## src/rtl/signed_adder.sv

```systemverilog
// ---------------------------------------------------------------------------
// signed_adder
//
// Adds two two's-complement operands of independent widths. Both operands
// are sign-extended to W = max(IN1_WIDTH, IN2_WIDTH) + 1 bits, so the full
// sum is always exact. The exact sum is then fitted to OUT_WIDTH bits:
//   - OUT_WIDTH >= W : the sum is sign-extended.
//   - OUT_WIDTH <  W : the sum is wrapped to its OUT_WIDTH LSBs. When the
//                      macro SIGNED_ADDER_SATURATE_EN is defined, it is
//                      clamped to the signed OUT_WIDTH range instead.
// The result is registered when REGISTER_OUTPUT == "TRUE". Any other value
// makes the output purely combinational.
//
// Parameters:
//   REGISTER_OUTPUT  "TRUE" selects a registered output (latency 1).
//   IN1_WIDTH        Width of operand a.
//   IN2_WIDTH        Width of operand b.
//   OUT_WIDTH        Width of out.
//
// Ports:
//   clk     in   1          Rising-edge clock for the output register.
//   reset   in   1          Synchronous active-high clear of the output register.
//   enable  in   1          Load enable for the output register.
//   a       in   IN1_WIDTH  Signed operand.
//   b       in   IN2_WIDTH  Signed operand.
//   out     out  OUT_WIDTH  Signed sum.
//
// Build option: define SIGNED_ADDER_SATURATE_EN to saturate instead of wrap.
// ---------------------------------------------------------------------------
module signed_adder #(
    parameter string REGISTER_OUTPUT = "TRUE",
    parameter int    IN1_WIDTH       = 32,
    parameter int    IN2_WIDTH       = 32,
    parameter int    OUT_WIDTH       = 32
) (
    input  logic                 clk,
    input  logic                 reset,
    input  logic                 enable,
    input  logic [IN1_WIDTH-1:0] a,
    input  logic [IN2_WIDTH-1:0] b,
    output logic [OUT_WIDTH-1:0] out
);

    // One guard bit above the wider operand makes overflow impossible.
    localparam int W      = ((IN1_WIDTH > IN2_WIDTH) ? IN1_WIDTH : IN2_WIDTH) + 1;
    localparam bit IS_REG = (REGISTER_OUTPUT == "TRUE");

    logic [W-1:0]         a_ext;
    logic [W-1:0]         b_ext;
    logic [W-1:0]         sum;
    logic [OUT_WIDTH-1:0] result;

    // W always exceeds each operand width, so the replication count is >= 1.
    assign a_ext = {{(W-IN1_WIDTH){a[IN1_WIDTH-1]}}, a};
    assign b_ext = {{(W-IN2_WIDTH){b[IN2_WIDTH-1]}}, b};
    assign sum   = a_ext + b_ext;

    // -----------------------------------------------------------------------
    // Fit the exact W-bit sum to OUT_WIDTH bits.
    // -----------------------------------------------------------------------
    generate
        if (OUT_WIDTH > W) begin : g_extend
            assign result = {{(OUT_WIDTH-W){sum[W-1]}}, sum};
        end else if (OUT_WIDTH == W) begin : g_exact
            assign result = sum;
        end else begin : g_narrow
`ifdef SIGNED_ADDER_SATURATE_EN
            // Shift-based limits stay legal for OUT_WIDTH == 1, where the
            // range is [-1, 0].
            localparam logic [OUT_WIDTH-1:0] SAT_MIN = OUT_WIDTH'(1) << (OUT_WIDTH - 1);
            localparam logic [OUT_WIDTH-1:0] SAT_MAX = ~SAT_MIN;

            logic [W-OUT_WIDTH:0] upper;
            logic                 fits;

            // The sum fits in OUT_WIDTH bits exactly when every bit from the
            // output sign position upward matches.
            assign upper  = sum[W-1:OUT_WIDTH-1];
            assign fits   = (&upper) | ~(|upper);
            assign result = fits       ? sum[OUT_WIDTH-1:0]
                          : sum[W-1]   ? SAT_MIN
                          :              SAT_MAX;
`else
            logic unused_msbs;

            // Two's-complement wrap: keep the LSBs and drop the rest.
            assign result      = sum[OUT_WIDTH-1:0];
            assign unused_msbs = ^sum[W-1:OUT_WIDTH];
`endif
        end
    endgenerate

    // -----------------------------------------------------------------------
    // Output stage
    // -----------------------------------------------------------------------
    generate
        if (IS_REG) begin : g_reg
            // NOTE: sequential state uses non-blocking assignments so every
            // flop samples its pre-edge inputs. Reset is checked before
            // enable so that reset always wins.
            always_ff @(posedge clk) begin
                if (reset) begin
                    out <= '0;
                end else if (enable) begin
                    out <= result;
                end
            end
        end else begin : g_comb
            logic unused_ctrl;

            // In combinational mode, clk, reset and enable are ignored.
            assign out         = result;
            assign unused_ctrl = clk ^ reset ^ enable;
        end
    endgenerate

endmodule

```

## config.mk

```make
export PLATFORM = sky130hd
export DESIGN_NAME = signed_adder
export DESIGN_NICKNAME = d
export VERILOG_FILES = /design/src/rtl/signed_adder.sv
export SDC_FILE = /design/constraint.sdc
export NUM_CORES = 1
export LEC_CHECK = 0
export CAP_MARGIN = 10
export CORE_MARGIN = 1.5
export CORE_UTILIZATION = 43
export CTS_BUF_LIST = sky130_fd_sc_hd__clkbuf_8
export DETAILED_ROUTE_END_ITERATION = 16
export GPL_ROUTABILITY_DRIVEN = 0
export PLACE_DENSITY = 0.83
export SETUP_SLACK_MARGIN = 0.15
export SYNTH_ARGS = -nofsm -noshare
export SYNTH_HDL_FRONTEND = slang
export SYNTH_SLANG_ARGS = --single-unit
export TNS_END_PERCENT = 50
```

## constraint.sdc

```tcl
create_clock -name clk -period 2.6 [get_ports clk]
set_input_delay 0.52 -clock clk [delete_from_list [all_inputs] [get_ports clk]]
set_output_delay 0.52 -clock clk [all_outputs]
set_load 0.005 [all_outputs]
```

-- Word level (Yosys, flattened, before mapping)
Cells that the tools add are included.
- add/sub/neg operators: 1
- operator list (kind ; count):
    $add A32 B32 Y32 ; 1
- register bits: 32
- bits of input ports: 67
- output and inout port bits: 32
- logic and storage cells: 2

-- Longest topological paths before layout
Gate-level depths: netlist of the first run.
- depth after elaboration: 1
- mapped depth: 9

-- Worst setup path before layout of the first run
No wires, ideal clock.
- kind: input-to-reg
- start: in a[0]
- end: reg out[28]
- library setup time: 0.123 ns
- arrival time: 2.649 ns
- slack: -0.173 ns
- stages on the path: 9
- buffers on the path: 0
- cells stage by stage: ha_1 -> fa_1 -> a21o_1 -> a221o_1 -> a221oi_4 -> nor2_2 -> a41oi_2 -> a31oi_1 -> mux2_1
- cells in the longest elaborated chain, start to end: 1
- ends and longest elaborated chain (element ; RTL line ; text):
    start: declaration ; 39 ; input logic [IN1_WIDTH-1:0] a,
    $add A32 B32 Y32 ; 56 ; assign sum = a_ext + b_ext;
    end signal: assignment ; 105 ; out <= result;
    end: declaration ; 41 ; output logic [OUT_WIDTH-1:0] out
No other way between the ends.
A chain may end at the register's enable or synchronous reset.

-- Final worst setup path of the first run
- start: in b[0]
- end: reg out[28]
- cells in the longest elaborated chain, start to end: 1
- ends and longest elaborated chain (element ; RTL line ; text):
    start: declaration ; 40 ; input logic [IN2_WIDTH-1:0] b,
    $add A32 B32 Y32 ; 56 ;
No other way between the ends.

==> results of run 1 <==
## per-stage QoR
step / hold slack [ps] / util / cells / TNS [ps]
finish: 465.5 / 0.8052 / 658 / 0
global route: 487.5 / 0.8052 / 658 / -5.497
CTS: 458.0 / 0.7788 / 654 / 0
detailed placement: 453.1 / 0.6981 / 632 / -9555
global placement: 443.2 / 0.6981 / 632 / -8352
floorplan: 448.7 / - / 378 / -114.4
## logic make-up after synthesis
family          count (synthesis)
compound gates                128
simple gates                  126
fa+ha+maj                      32
flops                          32
buf+inv                        26
xor+xnor                       21
mux                            13
## cell usage in the layout (no fill, tap or decap), types with 3 or more instances in the layout
cell type                         instances
sky130_fd_sc_hd__dlygate4sd2_1           20
sky130_fd_sc_hd__a21oi_2                  9
sky130_fd_sc_hd__nand2_1                 28
sky130_fd_sc_hd__o21ai_2                  4
sky130_fd_sc_hd__and3_1                   3
sky130_fd_sc_hd__nand2b_1                10
sky130_fd_sc_hd__inv_1                    6
sky130_fd_sc_hd__clkbuf_8                 5
sky130_fd_sc_hd__nand3_1                  9
sky130_fd_sc_hd__xnor2_1                  8
sky130_fd_sc_hd__clkdlybuf4s50_1         61
sky130_fd_sc_hd__nand4_1                  9
sky130_fd_sc_hd__a21oi_1                 33
sky130_fd_sc_hd__buf_6                   14
sky130_fd_sc_hd__ha_1                    14
sky130_fd_sc_hd__nand2_2                  3
sky130_fd_sc_hd__o22ai_1                  3
sky130_fd_sc_hd__buf_4                  103
sky130_fd_sc_hd__clkdlybuf4s15_1          7
sky130_fd_sc_hd__nor2_1                  28
sky130_fd_sc_hd__xor2_1                  10
sky130_fd_sc_hd__o21a_1                   6
sky130_fd_sc_hd__nor2b_1                  6
sky130_fd_sc_hd__o21bai_1                 7
sky130_fd_sc_hd__mux2i_1                 12
sky130_fd_sc_hd__ha_4                    17
sky130_fd_sc_hd__dfxtp_1                 32
sky130_fd_sc_hd__a211o_1                  3
sky130_fd_sc_hd__clkbuf_2                 5
sky130_fd_sc_hd__a31oi_1                  4
sky130_fd_sc_hd__a31o_2                   3
sky130_fd_sc_hd__o21ai_1                  7
sky130_fd_sc_hd__o21ai_0                 14
sky130_fd_sc_hd__a21o_1                  11
## what timing repair did
item,CTS,global route
pin swaps,49,24
cloned,0,0
endpoints found under the setup margin,22,22
setup buffers,14,4
gates resized for setup,118,46
hold buffers,0,0
## how the worst max path moves through the flow
stage	endpoint	start	depth (start not counted)	slack [ps]
final	out[28]$_SDFFE_PP0P_	b[0]	10	30
after global routing	out[28]$_SDFFE_PP0P_	b[0]	10	-5
after CTS	out[26]$_SDFFE_PP0P_	b[0]	11	130
after detailed placement	out[28]$_SDFFE_PP0P_	a[0]	10	-670
after global placement	out[28]$_SDFFE_PP0P_	a[0]	10	-620
after floorplan	out[28]$_SDFFE_PP0P_	a[0]	9	-110
## worst min-delay path, cell delays in order, from the launching register on
cell and delay (ps):
sky130_fd_sc_hd__dfxtp_1 320, sky130_fd_sc_hd__nand2_1 50, sky130_fd_sc_hd__o21ai_1 50
## layout make-up
type | instances | area, um^2 | area share
clock buffers | 5 | 68.82 | 0.01272
clock inverters | 3 | 38.79 | 0.007169
inverters | 5 | 18.77 | 0.003469
multi-input cells | 320 | 2703 | 0.4995
flip-flops and latches | 32 | 640.6 | 0.1184
well taps | 80 | 100.1 | 0.01850
repair buffers | 213 | 1841 | 0.3402
## power groups by stage
| stage | clock network (mW) | logic [mW] | registers, mW |
|---|---|---|---|
| 2_1_floorplan | 0 | 0.446 | 0.589 |
| 3_3_place_gp | 0 | 0.929 | 0.587 |
| 3_5_place_dp | 0 | 0.960 | 0.589 |
| 4_1_cts | 0.477 | 1.08 | 0.579 |
| 5_1_grt | 0.516 | 1.31 | 0.589 |
| 6_report | 0.505 | 1.25 | 0.586 |
## per-layer routing
| metal | global-route usage | vias up |
|---|---|---|
| met2 | 0.6464 | 433 |
| met4 | 0.2801 | 0 |
| met5 | 0 | - |
| met3 | 0.08758 | 177 |
| met1 | 0.3984 | 1977 |
| li1 | - | 1808 |
==> summary.md, run 1 <==
The flow ran to the end, and the final reports show no timing, DRC or antenna violations. The final-report hold violation count came out at 0. The cell area that synthesis handed to floorplanning was 2953 um^2. The clock root buffer master is sky130_fd_sc_hd__clkbuf_8.

The power density of the placed cells is 433.1 nW/um^2, and the starting density of the core is 0.4395. The worst hold path belongs to the class flip-flop to flip-flop. The number of synthesized register bits works out to 32. The launch point of the worst reg-to-reg path was out[28]$_SDFFE_PP0P_. The number of cells on the worst reg-to-reg path is 3. The count of different cell masters after synthesis came out at 54.

Gate family responsible for the most delay along the worst path: compound AO/OA/AOI/OAI gates. The relative contribution of combinational cells to total power was 0.534. Data arrives at the worst endpoint at 2750 ps. Ranked by flip-flop count, first place goes to out. Clock-pin slew was measured on the worst setup and hold paths at 80 ps. Instance area at placement: 4691 um^2.

Internal power component: 1.471 mW. For the worst-case setup slack after placement, the log shows -665.7 ps. The tool flagged a number of max-cap violations equal to 0. Dividing the detail-routed via count by the number of cells gives 6.679. The overall global routing resource usage is 0.3754, and the area of the core is 6719 um^2.

The area of the die came out at 7373 um^2. The endpoint identified for the worst register-to-register timing path is out[28]$_SDFFE_PP0P_. The compound-gate portion of the synthesized area works out to 0.2843. The synthesized-area fraction occupied by adder cells works out to 0.1381. The commonest cells after synthesis are sky130_fd_sc_hd__a21oi_1 (42), sky130_fd_sc_hd__dfxtp_1 (32), sky130_fd_sc_hd__ha_1 (31), sky130_fd_sc_hd__nand2_1 (31), sky130_fd_sc_hd__nor2_1 (31).

The estimated wirelength of the detail-placed design is 7994 um, and the total DRC errors in the routed layout is 0. The type of the setup path with the least slack was input pin to flip-flop. Power comes to 2.343 mW.

Across the VDD grid, the largest voltage drop is 0.2292 mV. Sorting the synthesized cells by area gives the leading types as sky130_fd_sc_hd__dfxtp_1 (22%), sky130_fd_sc_hd__ha_1 (13%), sky130_fd_sc_hd__a21oi_1 (7.1%). Setup violations remaining at the end of the flow were counted as 0. Along the worst path, the maximum fanout reaches 2. For this run, the leading register cell type out of synthesis is sky130_fd_sc_hd__dfxtp_1. The detail route stage leaves a number of antenna-violating nets equal to 0. The detailed router used layers up to and including met4. The number of placement rows was 30; the H-tree depth reported by CTS was 2. The mux share of post-synthesis cell area works out to 0.04449. Traced cell by cell, the critical path runs through buf_6 > ha_4 > fa_2 > a21o_1 > a221o_1 > a221oi_4 > nor2_2 > a41oi_2 > a31oi_1 > mux2_1.

After layout, the worst setup slack is 27.15 ps. The tools report the number of buffers on the longest clock path as 2. The largest registers in the layout are out (32). The warning count from the yosys run was 0. After the first detailed-routing iteration, the DRC count stood at 451. After routing the design area is 5410 um^2. The first TritonRoute pass finished after 6 iterations. After detailed routing, the total wire length is 14840 um. For this design, the slowest cell found on the critical path is sky130_fd_sc_hd__a221o_1. The startpoint kind of the worst setup timing path was an input pin.

Summed over all cells, the static leakage comes to 2.334 nW. Timing-limited maximum frequency: 388.7 MHz. A synthesized cell averages 7.812 um^2. Yosys mapped a number of flops with a built-in enable equal to 0.

The final-report max-slew violation count was 0; the sum of met3 wire segment lengths after detailed routing was 1493 um. At the end of the flow, the number of nets in the layout was 676. For the amount of wire on met2 after detailed routing, the log shows 6767 um. The xor/xnor cell area share of the yosys netlist was 0.06229; the transition time of the tightest slew-check pin was 903.6 ps.

The total of buffers placed on input and output ports is 98. For the required time reported for the critical path endpoint, the log shows 2780 ps. The repair_antennas step left the layout with diodes totalling 0. The via total after detailed routing came out at 4395. Count of buffering cells on the critical path with inverters included: 1. The path with the worst hold slack has its endpoint at out[19]$_SDFFE_PP0P_. The area share of and/or/nand/nor cells after synthesis came out at 0.2182. From bottom edge to top edge, the die measures 85.87 um. The worst hold path was traced through 2 stages. During I/O placement, the number of pins put on the boundary was 99.

The first-pass GRT wire length was 21680 um. The clock sink count came out at 32. After detailed routing, the wire length on met1 is 5141 um. TritonCTS built the clock tree. The top-area cell type share of the netlist area came out at 0.2169.

The register with the most flip-flops in the layout has 32 of them. After synthesis, the largest family of logic cells by area is compound AO/OA/AOI/OAI gates. TritonCTS buffer count: 5. Entering global routing, the biggest net connects 23 pins. The cell type contributing the most total cell area after synthesis was sky130_fd_sc_hd__dfxtp_1. Measured along the x axis, the die boundary spans 85.87 um.

The fraction of registers with async set/reset was 0; the largest incremental delay on the critical path was 350 ps. Between clock sinks in the finished design, the worst skew comes to 0 ps. The switching power as a share of total power is 0.3720, and the proportion of synthesized chip area in sequential cells is 0.2169. The tightest slew margin relative to the limit is 0.3954. Setup repair after global routing could not meet its margin everywhere. The part of the cycle the worst path needs is 0.9896. The share of post-route cells with drive strength above 1 is 0.3495, and the register-to-register path setup slack is 1600 ps.

The filler cells instantiated in the layout total 372. Aggregate global routing overflow: 0. The number of nets handed over by synthesis was 477.

Dividing the detail-routed wire length by the instance count gives 22.55 um. The initial antenna violation count was 0. In the post-synthesis netlist, the cell with the most instances is sky130_fd_sc_hd__a21oi_1. For this design the total switching power over the nets is 871.8 uW. The gate count of the mapped netlist came out at 378. Clock network fraction of total power: 0.216. The share of total power in sequential cells was 0.250.

The clock reaches the later pin of the worst-skew pair after 300 ps. The number of global-route vias before repair was 4396. The tools report the launch point of the worst hold path as out[19]$_SDFFE_PP0P_. The shortest period the worst path allows is 2573 ps. The worst setup path is captured at a flip-flop. Area overhead of the layout relative to synthesis: 83.22%.
No activity file was read; power rests on OpenSTA's default activity.
==> run 2: changes to the inputs <==
CORE_UTILIZATION = 48   (was 43)
PLACE_DENSITY = 0.88   (was 0.83)
TNS_END_PERCENT = unset   (was 50)
clock period = 2.4 ns   (was 2.6 ns; I/O delays follow)
==> run 2 against run 1 <==
Compared with the run above:
- area after synthesis did not move
- synthesized cell count did not move
- the run now fails in global routing (5_1_grt)
==> summary.md, run 2 <==
The run stopped with a tool error. The tools report the step where the flow halted as global routing (5_1_grt). The tool reported: "[ERROR GRT-0116] Global routing finished with congestion. Check the congestion regions in the DRC Viewer". The most instantiated library cell after synthesis was sky130_fd_sc_hd__a21oi_1. The number of buffers on the longest clock path came out at 2 (unchanged). The starting density of the core was 0.4987 (+0.05925). The post-synthesis cell area was 2953 um^2 (unchanged).

Global routing finished with a remaining overflow of 3. TritonCTS buffer count: 5 (unchanged). The most used flip-flop cell after synthesis is sky130_fd_sc_hd__dfxtp_1.

The number of placement rows is 28 (-6.7%), and the I/O pin count is 99 (unchanged). The overall global routing resource usage is 0.7135, and the estimated wirelength of the detail-placed design is 8753 um (+9.5%). The tools report the gate count of the mapped netlist as 378 (unchanged). The warning count from the yosys run is 0 (unchanged), and the overall die width is 81.43 um (-5.2%).

For the first-pass GRT wire length, the log shows 34420 um. The run gives 54 (unchanged) as the count of different cell masters after synthesis. The fraction of registers with async set/reset is 0 (unchanged). Net count after synthesis: 477 (unchanged).

The top-area cell type share of the netlist area is 0.2169 (unchanged), and the clock sink count is 32 (unchanged). The number of global-route vias before repair was 5676. By count the netlist is led by sky130_fd_sc_hd__a21oi_1 (42), sky130_fd_sc_hd__dfxtp_1 (32), sky130_fd_sc_hd__ha_1 (31), sky130_fd_sc_hd__nand2_1 (31), sky130_fd_sc_hd__nor2_1 (31). The worst-case setup slack after placement was -916.6 ps (-250.9 ps).

The cell type contributing the most total cell area after synthesis was sky130_fd_sc_hd__dfxtp_1. The height of the die came out at 81.43 um (-5.2%). Sorting the synthesized cells by area gives the leading types as sky130_fd_sc_hd__dfxtp_1 (22%), sky130_fd_sc_hd__ha_1 (13%), sky130_fd_sc_hd__a21oi_1 (7.1%).

The total of buffers placed on input and output ports is 98 (unchanged), and the H-tree depth reported by CTS is 2 (unchanged). The mean instance size in the synthesized netlist is 7.812 um^2 (unchanged), and the maximum number of pins on one net before global-route repair is 22. The total instance count after detailed placement was 636 (+0.63%); the number of synthesized register bits was 32 (unchanged).

The cell sitting at the root of the clock tree is a sky130_fd_sc_hd__clkbuf_8. Count of flip-flops with a built-in enable after synthesis: 0 (unchanged). Proportion of synthesized chip area in sequential cells: 0.2169 (unchanged).
==> run 2: cells by family after synthesis <==
family                   Yosys count  synth area share
AO/OA/AOI/OAI                    128            0.2843
XOR/XNOR                          21           0.06229
adder cells (fa/ha/maj)           32            0.1381
buffers and inverters             26           0.03559
flip-flops                        32            0.2169
multiplexers                      13           0.04449
AND/OR/NAND/NOR                  126            0.2182
==> run 2: metal layers <==
layer  GRT overflow  global-route usage
met1              0              0.7310
met2              1              0.8711
met3              0              0.5578
met4              2              0.6931
met5              0              0.1750
==> run 2: what timing repair did <==
action,CTS
gates resized for setup,183
hold buffers,0
buffers inserted,21
setup endpoints to repair,26
pin swaps,76
endpoints found under the hold margin,0
==> run 2: stage by stage <==
stage                     area, um^2    util  setup TNS [ps]
after detailed placement        4756  0.8033          -14260
after CTS                       5612  0.9478          -404.3
after floorplan                 2972       -          -606.3
after global placement          4756  0.8033          -11640
==> run 3: changes to the inputs <==
CORE_UTILIZATION = 40   (was 48)
CTS_BUF_LIST = unset   (was sky130_fd_sc_hd__clkbuf_8)
PLACE_DENSITY = unset   (was 0.88)
PLACE_DENSITY_LB_ADDON = 0.15   (was unset)
SETUP_SLACK_MARGIN = unset   (was 0.15)
==> run 3 against run 2 <==
Compared with the run above:
- the flow now finishes, with violations (setup timing)
==> summary.md, run 3 (synthesis results as in run 1) <==
The run finished, with violations left. The checks that failed: setup timing. The instance area at placement is 4785 um^2 (+0.61%), and the total design power is 2.296 mW. The register with the most flip-flops in the final layout is out. For this block, the routed nets add up to 10890 um of wire.

For this design, the slowest cell found on the critical path is sky130_fd_sc_hd__fa_2. The tool flagged a number of max-cap violations equal to 0. In the routed layout, each cell is associated on average with a via count of 5.487.

The post-layout net count was 672. The worst setup path is launched from an input pin. The height of the die was 88.92 um (+9.2%). After the first detailed-routing iteration, the DRC count stood at 268.

The run gives 0 as the final-report max-slew violation count. Leaving out fill and tap cells, the most frequent cells in the layout are sky130_fd_sc_hd__buf_4 (101), sky130_fd_sc_hd__clkdlybuf4s50_1 (60), sky130_fd_sc_hd__dfxtp_1 (32), sky130_fd_sc_hd__a21oi_1 (31). Clock tree synthesis selected as its root buffer the cell sky130_fd_sc_hd__clkbuf_8. For the finished layout, the period the worst path requires is 2415 ps.

The leading cell type in the layout, fill and taps excluded is sky130_fd_sc_hd__buf_4. The later pin in the worst-skew pair is clocked with a latency of 280 ps. The starting density of the core came out at 0.4093 (-0.08944). The type of the setup path with the least slack was input pin to flip-flop. The share of post-route cells with drive strength above 1 works out to 0.3310. The tools report the worst-case hold slack as 452.1 ps. Number of global-route vias before repair: 3618. The setup-violating endpoint count in the final report was 1.

The number of placement rows is 31 (+11%). The area of the core is 7214 um^2, and the total DRC errors in the routed layout is 0. The mean routed wirelength per cell is 16.18 um. The number of nets with antenna violations after detailed routing is 0. The setup slack of the critical path after layout is -14.99 ps. The transition time of the tightest slew-check pin was 673.3 ps; the multi-input combinational cell area was 2708 um^2. For the maximum number of pins on one net before global-route repair, the log shows 37.

After routing, the total negative slack on setup checks comes to -14.99 ps. The peak ir drop on the vdd network was 0.3089 mV. Setup repair after global routing could not meet its margin everywhere. The tools report the nature of the critical path endpoint as a flip-flop.

The worst-case setup slack after placement is -780.1 ps (+136.5 ps). The tools report the number of buffers on the longest clock path as 2 (unchanged). The area overhead of the layout relative to synthesis is 83.26%, and the worst setup skew after layout is 0 ps. The run gives 673 as the post-route non-filler standard cell count. The tools report the overall global routing resource usage as 0.2728. The summed area of non-filler cells in the final layout was 5411 um^2. The data arrival at the endpoint of the critical path was 2580 ps; the overall die width was 88.92 um (+9.2%). Clock-pin slew was measured on the worst setup and hold paths at 70 ps.

In this run the static leakage power is 2.332 nW. Registers take 640.6 um^2. The die covers 7907 um^2. The tightest slew margin relative to the limit was 0.5495; the via total after detailed routing was 3693. Initial antenna violation count: 0. TritonCTS built the clock tree. For the final-report hold violation count, the log shows 0.

The post-cts hold buffer count was 0 (unchanged); the I/O pin count was 99 (unchanged). The logs give 2 (unchanged) for the H-tree depth reported by CTS and 0.7501 for the final design utilization. After global routing the overflow that remains totals 0.

The power density of the placed cells works out to 424.3 nW/um^2. The first-pass iteration count of the detailed router is 5. The part of the cycle the worst path needs works out to 1.006. At the worst endpoint, the required time is 2560 ps. The estimated wirelength of the detail-placed design was 7997 um (-8.6%). Derived from the worst setup path, the maximum achievable clock frequency is 414.1 MHz. Traced cell by cell, the critical path runs through buf_6 > ha_4 > fa_2 > a21o_1 > a221oi_2 > buf_4 > o41ai_4 > a21o_4 > a2111oi_4 > xor2_1 > o21ai_1. The total of buffers placed on input and output ports was 98 (unchanged); the total instance count after detailed placement was 657 (+3.3%). Of all nets on the critical path, the largest fanout is 4.

The antenna diode count is 0, and the filler cell count is 532. For the TritonCTS buffer count, the log shows 5 (unchanged). The first global-routing pass estimated 16680 um of wire. Worst hold path class: flip-flop to flip-flop. Setup slack on the worst reg-to-reg path comes out at 1460 ps. The run gives 32 (unchanged) as the clock sink count.

In the final layout, the registers with the most flip-flops are out (32). Largest incremental delay on the critical path: 340 ps. The register with the most flip-flops in the layout has 32 of them.
-- run 3: where the power goes --
| group | total, mW | internal, mW | switching, mW |
|---|---|---|---|
| Clock | 0.434 | 0.234 | 0.199 |
| Sequential | 0.628 | 0.592 | 0.0356 |
| Combinational | 1.23 | 0.683 | 0.552 |
| Total | 2.30 | 1.51 | 0.787 |
-- run 3: final cells by class --
type | count | share of cell area
flip-flops and latches | 32 | 0.1184
inverters | 5 | 0.003468
repair buffers | 209 | 0.3383
well taps | 99 | 0.02289
multi-input cells | 320 | 0.5003
clock buffers | 8 | 0.01665
-- run 3: worst max-delay path, delay by kind of cell --
kind,cells,cell delay (ps)
xor gates and xnor gates,1,190
adders and majority gates,2,490
buffers and inverters,2,260
AOI/OAI and AO/OA,6,1160
-- run 3: path summary, 6_finish.rpt --
path                        startpoint              endpoint  cells past startpoint
setup / recovery                  b[0]  out[26]$_SDFFE_PP0P_                     11
hold / removal    out[17]$_SDFFE_PP0P_  out[17]$_SDFFE_PP0P_                      2
setup reg to reg  out[28]$_SDFFE_PP0P_  out[28]$_SDFFE_PP0P_                      3
hold reg to reg   out[17]$_SDFFE_PP0P_  out[17]$_SDFFE_PP0P_                      2
-- run 3: repair_timing --
action	CTS	global route
buffers inserted	8	1
pin swaps	36	22
setup endpoints to repair	20	16
gates resized for setup	105	41
-- run 3: metal layers --
layer  share of wire  vias to the layer above  track usage
met2            0.47                      156       0.4497
met3           0.073                       25      0.06002
li1                -                     1790            -
met5               0                        -            0
met1            0.43                     1722       0.3550
met4           0.021                        0      0.08665
==> run 4: changes to the inputs <==
CTS_CLUSTER_DIAMETER = 30   (was unset)
==> results of run 4 <==
No change in the layout: final DEF, timing and power equal those of run 3.
